`config.mk`:
```
export PLATFORM = sky130hd
export DESIGN_NAME = uart_tx_serializer
export DESIGN_NICKNAME = d
export VERILOG_FILES = /design/src/rtl/uart_tx_serializer.sv
export SDC_FILE = /design/constraint.sdc
export NUM_CORES = 1
export LEC_CHECK = 0
export ABC_AREA = 1
export BUFFER_PORTS_ARGS = -buffer_cell sky130_fd_sc_hd__buf_4
export CAP_MARGIN = 5
export CORE_UTILIZATION = 57
export CTS_CLUSTER_SIZE = 28
export DETAILED_ROUTE_END_ITERATION = 8
export PLACE_DENSITY = 0.89
export SLEW_MARGIN = 10
export SYNTH_ARGS = -nofsm -noshare
export SYNTH_HDL_FRONTEND = slang
export SYNTH_SLANG_ARGS = --single-unit
```
`constraint.sdc`:
```
create_clock -name i_clk -period 2.3 [get_ports i_clk]
set_input_delay 0.46 -clock i_clk [delete_from_list [all_inputs] [get_ports i_clk]]
set_output_delay 0.46 -clock i_clk [all_outputs]
set_load 0.05 [all_outputs]
```
`src/rtl/uart_tx_serializer.sv`:
```
// UART transmit serializer: start bit, LSB-first data, optional parity, one stop bit.
// Define UART_TX_HOLD_EN to add a one-entry hold register for back-to-back frames.
module uart_tx_serializer #(
    parameter int unsigned DATA_WIDTH = 8
) (
    input  logic                  i_clk,
    input  logic                  i_rst,
    input  logic [DATA_WIDTH-1:0] i_data,
    input  logic                  i_data_valid,
    input  logic                  i_par_en,
    input  logic                  i_par_typ,
`ifdef UART_TX_HOLD_EN
    output logic                  o_hold_full,
`endif
    output logic                  o_tx,
    output logic                  o_busy
);

    localparam int unsigned CntW = (DATA_WIDTH > 1) ? $clog2(DATA_WIDTH) : 1;
    localparam logic [CntW-1:0] CntLast = CntW'(DATA_WIDTH - 1);

    typedef enum logic [2:0] {StIdle, StStart, StData, StParity, StStop} state_e;

    state_e                state_q, state_d;
    logic [CntW-1:0]       cnt_q, cnt_d;
    logic [DATA_WIDTH-1:0] data_q, data_d;
    logic                  par_en_q, par_en_d;
    logic                  par_bit_q, par_bit_d;
    logic                  tx_q, tx_d;
    logic                  busy_q, busy_d;

    // Source of the next frame: the hold register when occupied, else the input port.
    logic [DATA_WIDTH-1:0] src_data;
    logic                  src_par_en;
    logic                  src_par_typ;
    logic                  src_avail;

`ifdef UART_TX_HOLD_EN
    logic [DATA_WIDTH-1:0] hold_data_q, hold_data_d;
    logic                  hold_par_en_q, hold_par_en_d;
    logic                  hold_par_typ_q, hold_par_typ_d;
    logic                  hold_full_q, hold_full_d;

    assign src_data    = hold_full_q ? hold_data_q : i_data;
    assign src_par_en  = hold_full_q ? hold_par_en_q : i_par_en;
    assign src_par_typ = hold_full_q ? hold_par_typ_q : i_par_typ;
    assign src_avail   = hold_full_q | i_data_valid;
    assign o_hold_full = hold_full_q;
`else
    assign src_data    = i_data;
    assign src_par_en  = i_par_en;
    assign src_par_typ = i_par_typ;
    assign src_avail   = i_data_valid;
`endif

    always_ff @(posedge i_clk) begin
        if (i_rst) begin
            state_q   <= StIdle;
            cnt_q     <= '0;
            data_q    <= '0;
            par_en_q  <= 1'b0;
            par_bit_q <= 1'b0;
            tx_q      <= 1'b1;
            busy_q    <= 1'b0;
`ifdef UART_TX_HOLD_EN
            hold_data_q    <= '0;
            hold_par_en_q  <= 1'b0;
            hold_par_typ_q <= 1'b0;
            hold_full_q    <= 1'b0;
`endif
        end else begin
            state_q   <= state_d;
            cnt_q     <= cnt_d;
            data_q    <= data_d;
            par_en_q  <= par_en_d;
            par_bit_q <= par_bit_d;
            tx_q      <= tx_d;
            busy_q    <= busy_d;
`ifdef UART_TX_HOLD_EN
            hold_data_q    <= hold_data_d;
            hold_par_en_q  <= hold_par_en_d;
            hold_par_typ_q <= hold_par_typ_d;
            hold_full_q    <= hold_full_d;
`endif
        end
    end

    always_comb begin
        state_d   = state_q;
        cnt_d     = cnt_q;
        data_d    = data_q;
        par_en_d  = par_en_q;
        par_bit_d = par_bit_q;
`ifdef UART_TX_HOLD_EN
        hold_data_d    = hold_data_q;
        hold_par_en_d  = hold_par_en_q;
        hold_par_typ_d = hold_par_typ_q;
        hold_full_d    = hold_full_q;
`endif
        unique case (state_q)
            StIdle: begin
                if (src_avail) begin
                    data_d    = src_data;
                    par_en_d  = src_par_en;
                    par_bit_d = (^src_data) ^ src_par_typ;
                    state_d   = StStart;
`ifdef UART_TX_HOLD_EN
                    hold_full_d = 1'b0;
`endif
                end
            end
            StStart: begin
                cnt_d   = '0;
                state_d = StData;
            end
            StData: begin
                if (cnt_q == CntLast) begin
                    cnt_d   = '0;
                    state_d = par_en_q ? StParity : StStop;
                end else begin
                    cnt_d = cnt_q + CntW'(1);
                end
            end
            StParity: state_d = StStop;
            StStop: begin
                state_d = StIdle;
`ifdef UART_TX_HOLD_EN
                if (hold_full_q) begin
                    data_d      = hold_data_q;
                    par_en_d    = hold_par_en_q;
                    par_bit_d   = (^hold_data_q) ^ hold_par_typ_q;
                    hold_full_d = 1'b0;
                    state_d     = StStart;
                end
`endif
            end
            default: state_d = StIdle;
        endcase
`ifdef UART_TX_HOLD_EN
        if (state_q != StIdle && i_data_valid && !hold_full_q) begin
            hold_data_d    = i_data;
            hold_par_en_d  = i_par_en;
            hold_par_typ_d = i_par_typ;
            hold_full_d    = 1'b1;
        end
`endif
    end

    // Line outputs are registered from the current state, so they trail it by one cycle.
    always_comb begin
        tx_d   = 1'b1;
        busy_d = (state_q != StIdle);
        unique case (state_q)
            StStart:  tx_d = 1'b0;
            StData:   tx_d = data_q[cnt_q];
            StParity: tx_d = par_bit_q;
            default:  tx_d = 1'b1;
        endcase
    end

    assign o_tx   = tx_q;
    assign o_busy = busy_q;

endmodule

```
==> results of run 1 <==
[routing by layer]
layer,global-route usage (%),wire length (microns),part of all wire (%)
met5,0,0,0
met4,9.68,35,2.1
met3,3.88,47,2.8
met2,34.1,798,47
met1,28.9,819,48
[flip-flops by register name, indices dropped and copies added (netlist names)]
signal     count
par_en_q       1
par_bit_q      1
cnt_q          3
state_q        3
o_tx           1
o_busy         1
data_q         8
[cell type report]
cell class,count,area share [%]
multi-input cells,87,41.5
flip-flops and latches,18,34.1
repair buffers,14,9.94
inverters,25,9.11
clock buffers,4,3.43
well taps,16,1.89
[worst paths after layout]
path / startpoint / endpoint / depth (start not counted)
min reg2reg: data_q[6] / data_q[6] / 2
max: cnt_q[0] / state_q[0] / 6
min: i_rst / cnt_q[2] / 2
max reg2reg: cnt_q[0] / state_q[0] / 6
[through the flow]
step,cell area (sq um),utilization [%]
after CTS,1060,70.2
after floorplan,912,-
after global placement,1020,67.8
after detailed placement,1020,67.8
after global routing,1060,70.2
final,1060,70.2
[synthesized netlist by cell type, types with 2 or more instances]
cell and n:
nor2_1 4, dfxtp_1 18, nor3_1 2, o21ai_2 2, inv_1 23, nand2_1 29, nand3_1 4, a21oi_1 17
nor2_2 2, ha_1 2, o21ai_1 3, o21ai_0 16
[power breakdown]
part / internal (mW) / total (mW) / switching (mW)
logic: 0.150 / 0.445 / 0.295
clock network: 0.0965 / 0.194 / 0.0972
registers: 0.409 / 0.473 / 0.0643
[cells by family after synthesis]
kind of cell / count (synthesis) / synth area share, %
xor+xnor: 1 / 0.960
flops: 18 / 39.5
fa+ha+maj: 2 / 2.74
buf+inv: 27 / 12.3
simple gates: 44 / 21.0
compound gates: 40 / 23.5
==> results.toml, run 1 <==
[yosys]
synth-seq-cells = 18
ys.flop_type = "dfxtp_1"
synthesis.area_sq_um = 912
synth_edf_count = 0
synthTopCellsByArea = "dfxtp_1, nand2_1, inv_1"
async_reset_ff_share_pct = 0
yosysWarnings = 0
avgSynthCellArea_sq_um = 6.91
syn_nets = 147
syn_inst = 132
synthDistinctLibCells = 22
yosys.area.top_type = "dfxtp_1"
yosys.area.top_type_share_pct = 39.5
yosysSeqAreaShare_pct = 39.5

[place]
gp_congestion = 0.834
pre_cts_slack_ns = 0.916
dp.cells = 160
portBuffers = 14
dp_hpwl_microns = 1360

[cts]
cts_root_buf = "clkbuf_4"
ctsHoldBuffers = 0
cts_resized = 0
path_clk_slew_ns = 0.10
post_cts_buffers = 0
cts_tree = "built"
cts_buffers = 3
clkSinkCount = 18
clk_latency_ns = 0.29
htreeDepth = 1
clock_path_buffers = 2

[setup_path]
start_kind = "register"
reg2reg_slack_ns = 1.00
path_common_cell = "ha_1"
path_cells = "ha_1, ha_1, nor2_2, inv_1, o21ai_0, nor3_1"
cp_data_arrival_time_ns = 1.49
crit_fanout = 8
crit_path_max_incr_delay_ns = 0.39
cp-end-kind = "register"
cp_num_buf_inv = 1
critical-path-top-delay-family = "adder cells"
critPathSlowestCell = "dfxtp_1"
path_class = "reg -> reg"
worstPathRequired_ns = 2.49

[die]
fp-row-count = 14
ios = 15
design.core.area_sq_mm = 0.00151
die_w_microns = 42
die_h_microns = 42
start_util_pct = 60.5
fp.dieArea_sq_mm = 0.00176

[layout]
n_antenna_cell = 0
stdcell_count = 164
fill_cells = 135
drive_above_1_share_pct = 17.6
final_nets = 164
multiInputGateArea_sq_um = 439
final_cell_mix = "nand2_1, inv_1, dfxtp_1, a21oi_1, o21ai_0"
regArea_sq_um = 360
area_growth_pct = 15.9
final_common_cell = "nand2_1"

[global_route]
track_usage_pct = 21.6
grt_pass1_wl_microns = 2920
antenna_found_initial = 0
grt_max_degree = 14
grt_pass1_vias = 741
grt-ovfl-total = 0

[sta]
hold_ws_ns = 0.357
tightestPinTransition_ns = 0.321
slew_violations = 0
fin_ws_ns = 1.00
hold_viol_final = 0
max_freq_mhz = 769
fin_skew_ns = 0.00102
setup_viol = 0
fin_setup_tns_ns = 0
slew-limit-headroom_pct = 78.6
post-route-min-period_ns = 1.30
min_period_over_period_pct = 56.5
rsz0062_at_grt = "no"

[outcome]
status = "complete, no violations"

[pwr]
leakage_nw = 0.534
vdd_drop_max_uv = 620
p_per_area_mw_per_mm2 = 1050
finalPower_mw = 1.11

[routing]
ant_nets = 0
drt_wl_total_microns = 1700
vias = 852
drc = 0
wire_per_inst_microns = 10.4
drt_iter0_markers = 20
via_per_inst = 5.20
drtPass1Iterations = 4

[hold_path]
holdCritPathClass = "in -> reg"

[flow_run]
maxCapViolCount = 0
Note: power is estimated with default switching activity, not from simulation.
==> inputs of run 2 (changes only) <==
Settings changed: CORE_UTILIZATION 57 to 53, PLACE_DENSITY 0.89 to 0.84.
Clock period 2.3 ns to 1.31 ns, I/O delays scaled along.
==> results.toml, run 2 (synthesis results as in run 1) <==
[pwr]
power_frac_comb_pct = 42.6
p_per_area_mw_per_mm2 = 1860
net-switching-power_uw = 831
clkPwrFrac_pct = 17.1
intPower_mw = 1.17
leakage_nw = 0.544
swShare_pct = 41.5
p_seq_share_pct = 40.3
vdd_drop_max_uv = 1300

[setup_path]
cp_data_arrival_time_ns = 1.44
start_kind = "register"
crit_fanout = 5
worstPathRequired_ns = 1.51
cp-end-kind = "register"
path_class = "reg -> reg"

[place]
portBuffers = 14
dp.cells = 162
dp_hpwl_microns = 1440
pre_cts_slack_ns = 0.0947
gp_congestion = 0.842

[cts]
cts_buffers = 3
htreeDepth = 1
clk_latency_ns = 0.30
path_clk_slew_ns = 0.10
cts_tree = "built"
clock_path_buffers = 2
post_cts_buffers = 0
clkSinkCount = 18
cts_root_buf = "clkbuf_4"

[layout]
stdcell_count = 166
area_growth_pct = 18.1
largest_register = "data_q"
largest_reg_flops = 8
drive_above_1_share_pct = 18.7
final_common_cell = "nand2_1"
n_antenna_cell = 0
final_core_util_pct = 69.1
final_nets = 166
final_cell_mix = "nand2_1, inv_1, dfxtp_1, a21oi_1"
reg.largest.list = "data_q: 8 flops, cnt_q: 3 flops, state_q: 3 flops"

[routing]
drt_iter0_markers = 13
wire_per_inst_microns = 11.1
vias = 873
ant_nets = 0
drt_wl_total_microns = 1840
via_per_inst = 5.26
drtPass1Iterations = 4
drc = 0

[die]
die_h_microns = 43.5
start_util_pct = 58.5
ios = 15
fp-row-count = 14
design.core.area_sq_mm = 0.00156
die_w_microns = 43.5
fp.dieArea_sq_mm = 0.00189

[sta]
fin_setup_tns_ns = 0
setup_viol = 0
post-route-min-period_ns = 1.24
tightestPinTransition_ns = 0.327
fin_skew_ns = 0.0100
slew_violations = 0
min_period_over_period_pct = 94.8
fin_ws_ns = 0.0686
rsz0062_at_grt = "no"
slew-limit-headroom_pct = 78.1
hold_viol_final = 0
max_freq_mhz = 806

[outcome]
status = "complete, no violations"

[global_route]
grt_max_degree = 13
track_usage_pct = 22.2
grt-ovfl-total = 0
grt_pass1_vias = 790
antenna_found_initial = 0
grt_pass1_wl_microns = 3090

[hold_path]
holdCritPathClass = "in -> reg"

[flow_run]
maxCapViolCount = 0
run 2: cell types whose count changed in the layout (fill, tap and decap cells not counted):
cell    delta
buf_4      +2
nor2_2     -1
nor2_4     +1
run 2: layer usage:
layer / part of all wire, % / track usage, % / vias up
met2: 49 / 37.6 / 21
met5: 0 / 0 / -
li1: - / - / 464
met3: 5.2 / 8.33 / 2
met4: 0.54 / 6.88 / 0
met1: 46 / 26.1 / 386
run 2: worst paths after layout:
kind	start	slack, ns	end	cells after the start
hold reg to reg	data_q[1]	0.47	data_q[1]	2
hold / removal	i_rst	0.15	cnt_q[2]	2
setup reg to reg	cnt_q[1]	0.07	state_q[0]	6
setup / recovery	cnt_q[1]	0.07	state_q[0]	6
run 2: timing repair:
item                                    4_1_cts  5_1_grt
endpoints found under the setup margin        0        2
endpoints found under the hold margin         0        0
gates resized for setup                       0        1
hold buffers                                  0        0
run 2: cell type report:
cell class                 instances  area (sq um)
inverter                          25          96.3
timing repair buffer              16           120
fill                             125           482
clock buffer                       4          36.3
tap                               16          20.0
sequential                        18           360
multi-input combinational         87           444
run 2: worst max-delay path, stage by stage (launching register included):
cell,delay (ns)
dfxtp_1,0.36
ha_1,0.19
ha_1,0.21
nor2_4,0.14
inv_1,0.05
o21ai_0,0.11
nor3_1,0.08
run 2: power groups by stage:
| stage | logic (mW) | registers, mW | clock network [mW] |
|---|---|---|---|
| after global placement | 0.800 | 0.815 | 0 |
| after detailed placement | 0.840 | 0.816 | 0 |
| after floorplan | 0.547 | 0.896 | 0 |
| final | 0.853 | 0.806 | 0.343 |
| after CTS | 0.840 | 0.805 | 0.341 |
| after global routing | 0.941 | 0.828 | 0.374 |
run 2: per-stage QoR:
stage | hold WS [ns] | cell area (sq um) | power [mW]
2_1_floorplan | 0.331 | 912 | 1.44
5_1_grt | 0.143 | 1080 | 2.14
6_report | 0.145 | 1080 | 2.00
4_1_cts | 0.153 | 1070 | 1.99
3_5_place_dp | 0.451 | 1040 | 1.66
3_3_place_gp | 0.446 | 1040 | 1.61
==> inputs of run 3 (changes only) <==
Settings changed: RECOVER_POWER set to 25.
==> results.toml, run 3 (synthesis results as in run 1) <==
[sta]
slew-limit-headroom_pct = 78.1
rsz0062_at_grt = "no"
slew_violations = 0
tightestPinTransition_ns = 0.327
fin_skew_ns = 0.0100
setup_viol = 0
min_period_over_period_pct = 94.8
post-route-min-period_ns = 1.24
max_freq_mhz = 806
hold_ws_ns = 0.145
hold_viol_final = 0
fin_setup_tns_ns = 0

[routing]
drc = 0
drt_iter0_markers = 13
via_per_inst = 5.26
vias = 873
drtPass1Iterations = 4
drt_wl_total_microns = 1840
wire_per_inst_microns = 11.1
ant_nets = 0

[pwr]
vdd_drop_max_uv = 1290
leakage_nw = 0.543
finalPower_mw = 1.99
p_per_area_mw_per_mm2 = 1850

[die]
ios = 15
die_w_microns = 43.5
fp-row-count = 14
start_util_pct = 58.5
die_h_microns = 43.5
design.core.area_sq_mm = 0.00156
fp.dieArea_sq_mm = 0.00189

[setup_path]
cp_num_buf_inv = 1
path_cells = "ha_1, ha_1, nor2_4, inv_1, o21ai_0, nor3_1"
critical-path-top-delay-family = "adder cells"
cp_data_arrival_time_ns = 1.44
path_common_cell = "ha_1"
crit_fanout = 5
critPathLaunch = "cnt_q[1]"
reg2reg_from = "cnt_q[1]"
critPathSlowestCell = "dfxtp_1"
path_class = "reg -> reg"
start_kind = "register"
crit_path_max_incr_delay_ns = 0.36
cp-end-kind = "register"
worstPathRequired_ns = 1.51

[layout]
largest_register = "data_q"
final_cell_mix = "nand2_1, inv_1, dfxtp_1, a21oi_1, o21ai_0"
final_nets = 166
area_growth_pct = 17.6
reg.largest.list = "data_q: 8 flops, cnt_q: 3 flops, state_q: 3 flops"
fill_cells = 125
drive_above_1_share_pct = 18.7
final_core_util_pct = 68.8
largest_reg_flops = 8
n_antenna_cell = 0
final_common_cell = "nand2_1"

[outcome]
status = "complete, no violations"

[cts]
clk_latency_ns = 0.30
cts_buffers = 3
clock_path_buffers = 2
htreeDepth = 1
path_clk_slew_ns = 0.10
clkSinkCount = 18
post_cts_buffers = 0
ctsHoldBuffers = 0
cts_root_buf = "clkbuf_4"
cts_resized = 0
cts_tree = "built"

[hold_path]
holdCritPathClass = "in -> reg"
min-delay-start = "i_rst"

[flow_run]
maxCapViolCount = 0

[global_route]
track_usage_pct = 22.2
grt_max_degree = 13
antenna_found_initial = 0
grt_pass1_vias = 790
grt-ovfl-total = 0
grt_pass1_wl_microns = 3090

[place]
gp_congestion = 0.842
portBuffers = 14
dp_hpwl_microns = 1440
==> run 3: layout make-up <==
| class | count | area [sq um] | share of cell area, % |
|---|---|---|---|
| multi-input cells | 87 | 444 | 41.4 |
| flip-flops and latches | 18 | 360 | 33.6 |
| repair buffers | 16 | 115 | 10.7 |
| inverters | 25 | 96.3 | 8.98 |
| clock buffers | 4 | 36.3 | 3.38 |
| well taps | 16 | 20.0 | 1.87 |
==> run 3: where the power goes <==
part	switching (mW)	internal, mW
Sequential	0.0877	0.718
Combinational	0.569	0.269
Clock	0.173	0.170
Total	0.830	1.16
==> run 3: through the flow <==
| stage | area [sq um] | worst slack (ns) | std cells |
|---|---|---|---|
| after floorplan | 912 | 0.151 | 132 |
| after global placement | 1040 | 0.152 | 162 |
| after detailed placement | 1040 | 0.0947 | 162 |
| after CTS | 1070 | 0.0808 | 166 |
| after global routing | 1070 | 0.0147 | 166 |
| final | 1070 | 0.0686 | 166 |
==> run 3: path summary, 6_finish.rpt <==
path	endpoint	slack (ns)	depth (start not counted)
setup / recovery	state_q[0]	0.07	6
setup reg to reg	state_q[0]	0.07	6
hold reg to reg	data_q[1]	0.47	2
hold / removal	cnt_q[2]	0.15	2
==> run 3: per-layer routing <==
| layer | up-vias | track usage (%) | part of all wire, % |
|---|---|---|---|
| li1 | 464 | - | - |
| met1 | 386 | 26.1 | 46 |
| met2 | 21 | 37.6 | 49 |
| met3 | 2 | 8.33 | 5.2 |
| met4 | 0 | 6.88 | 0.54 |
| met5 | - | 0 | 0 |
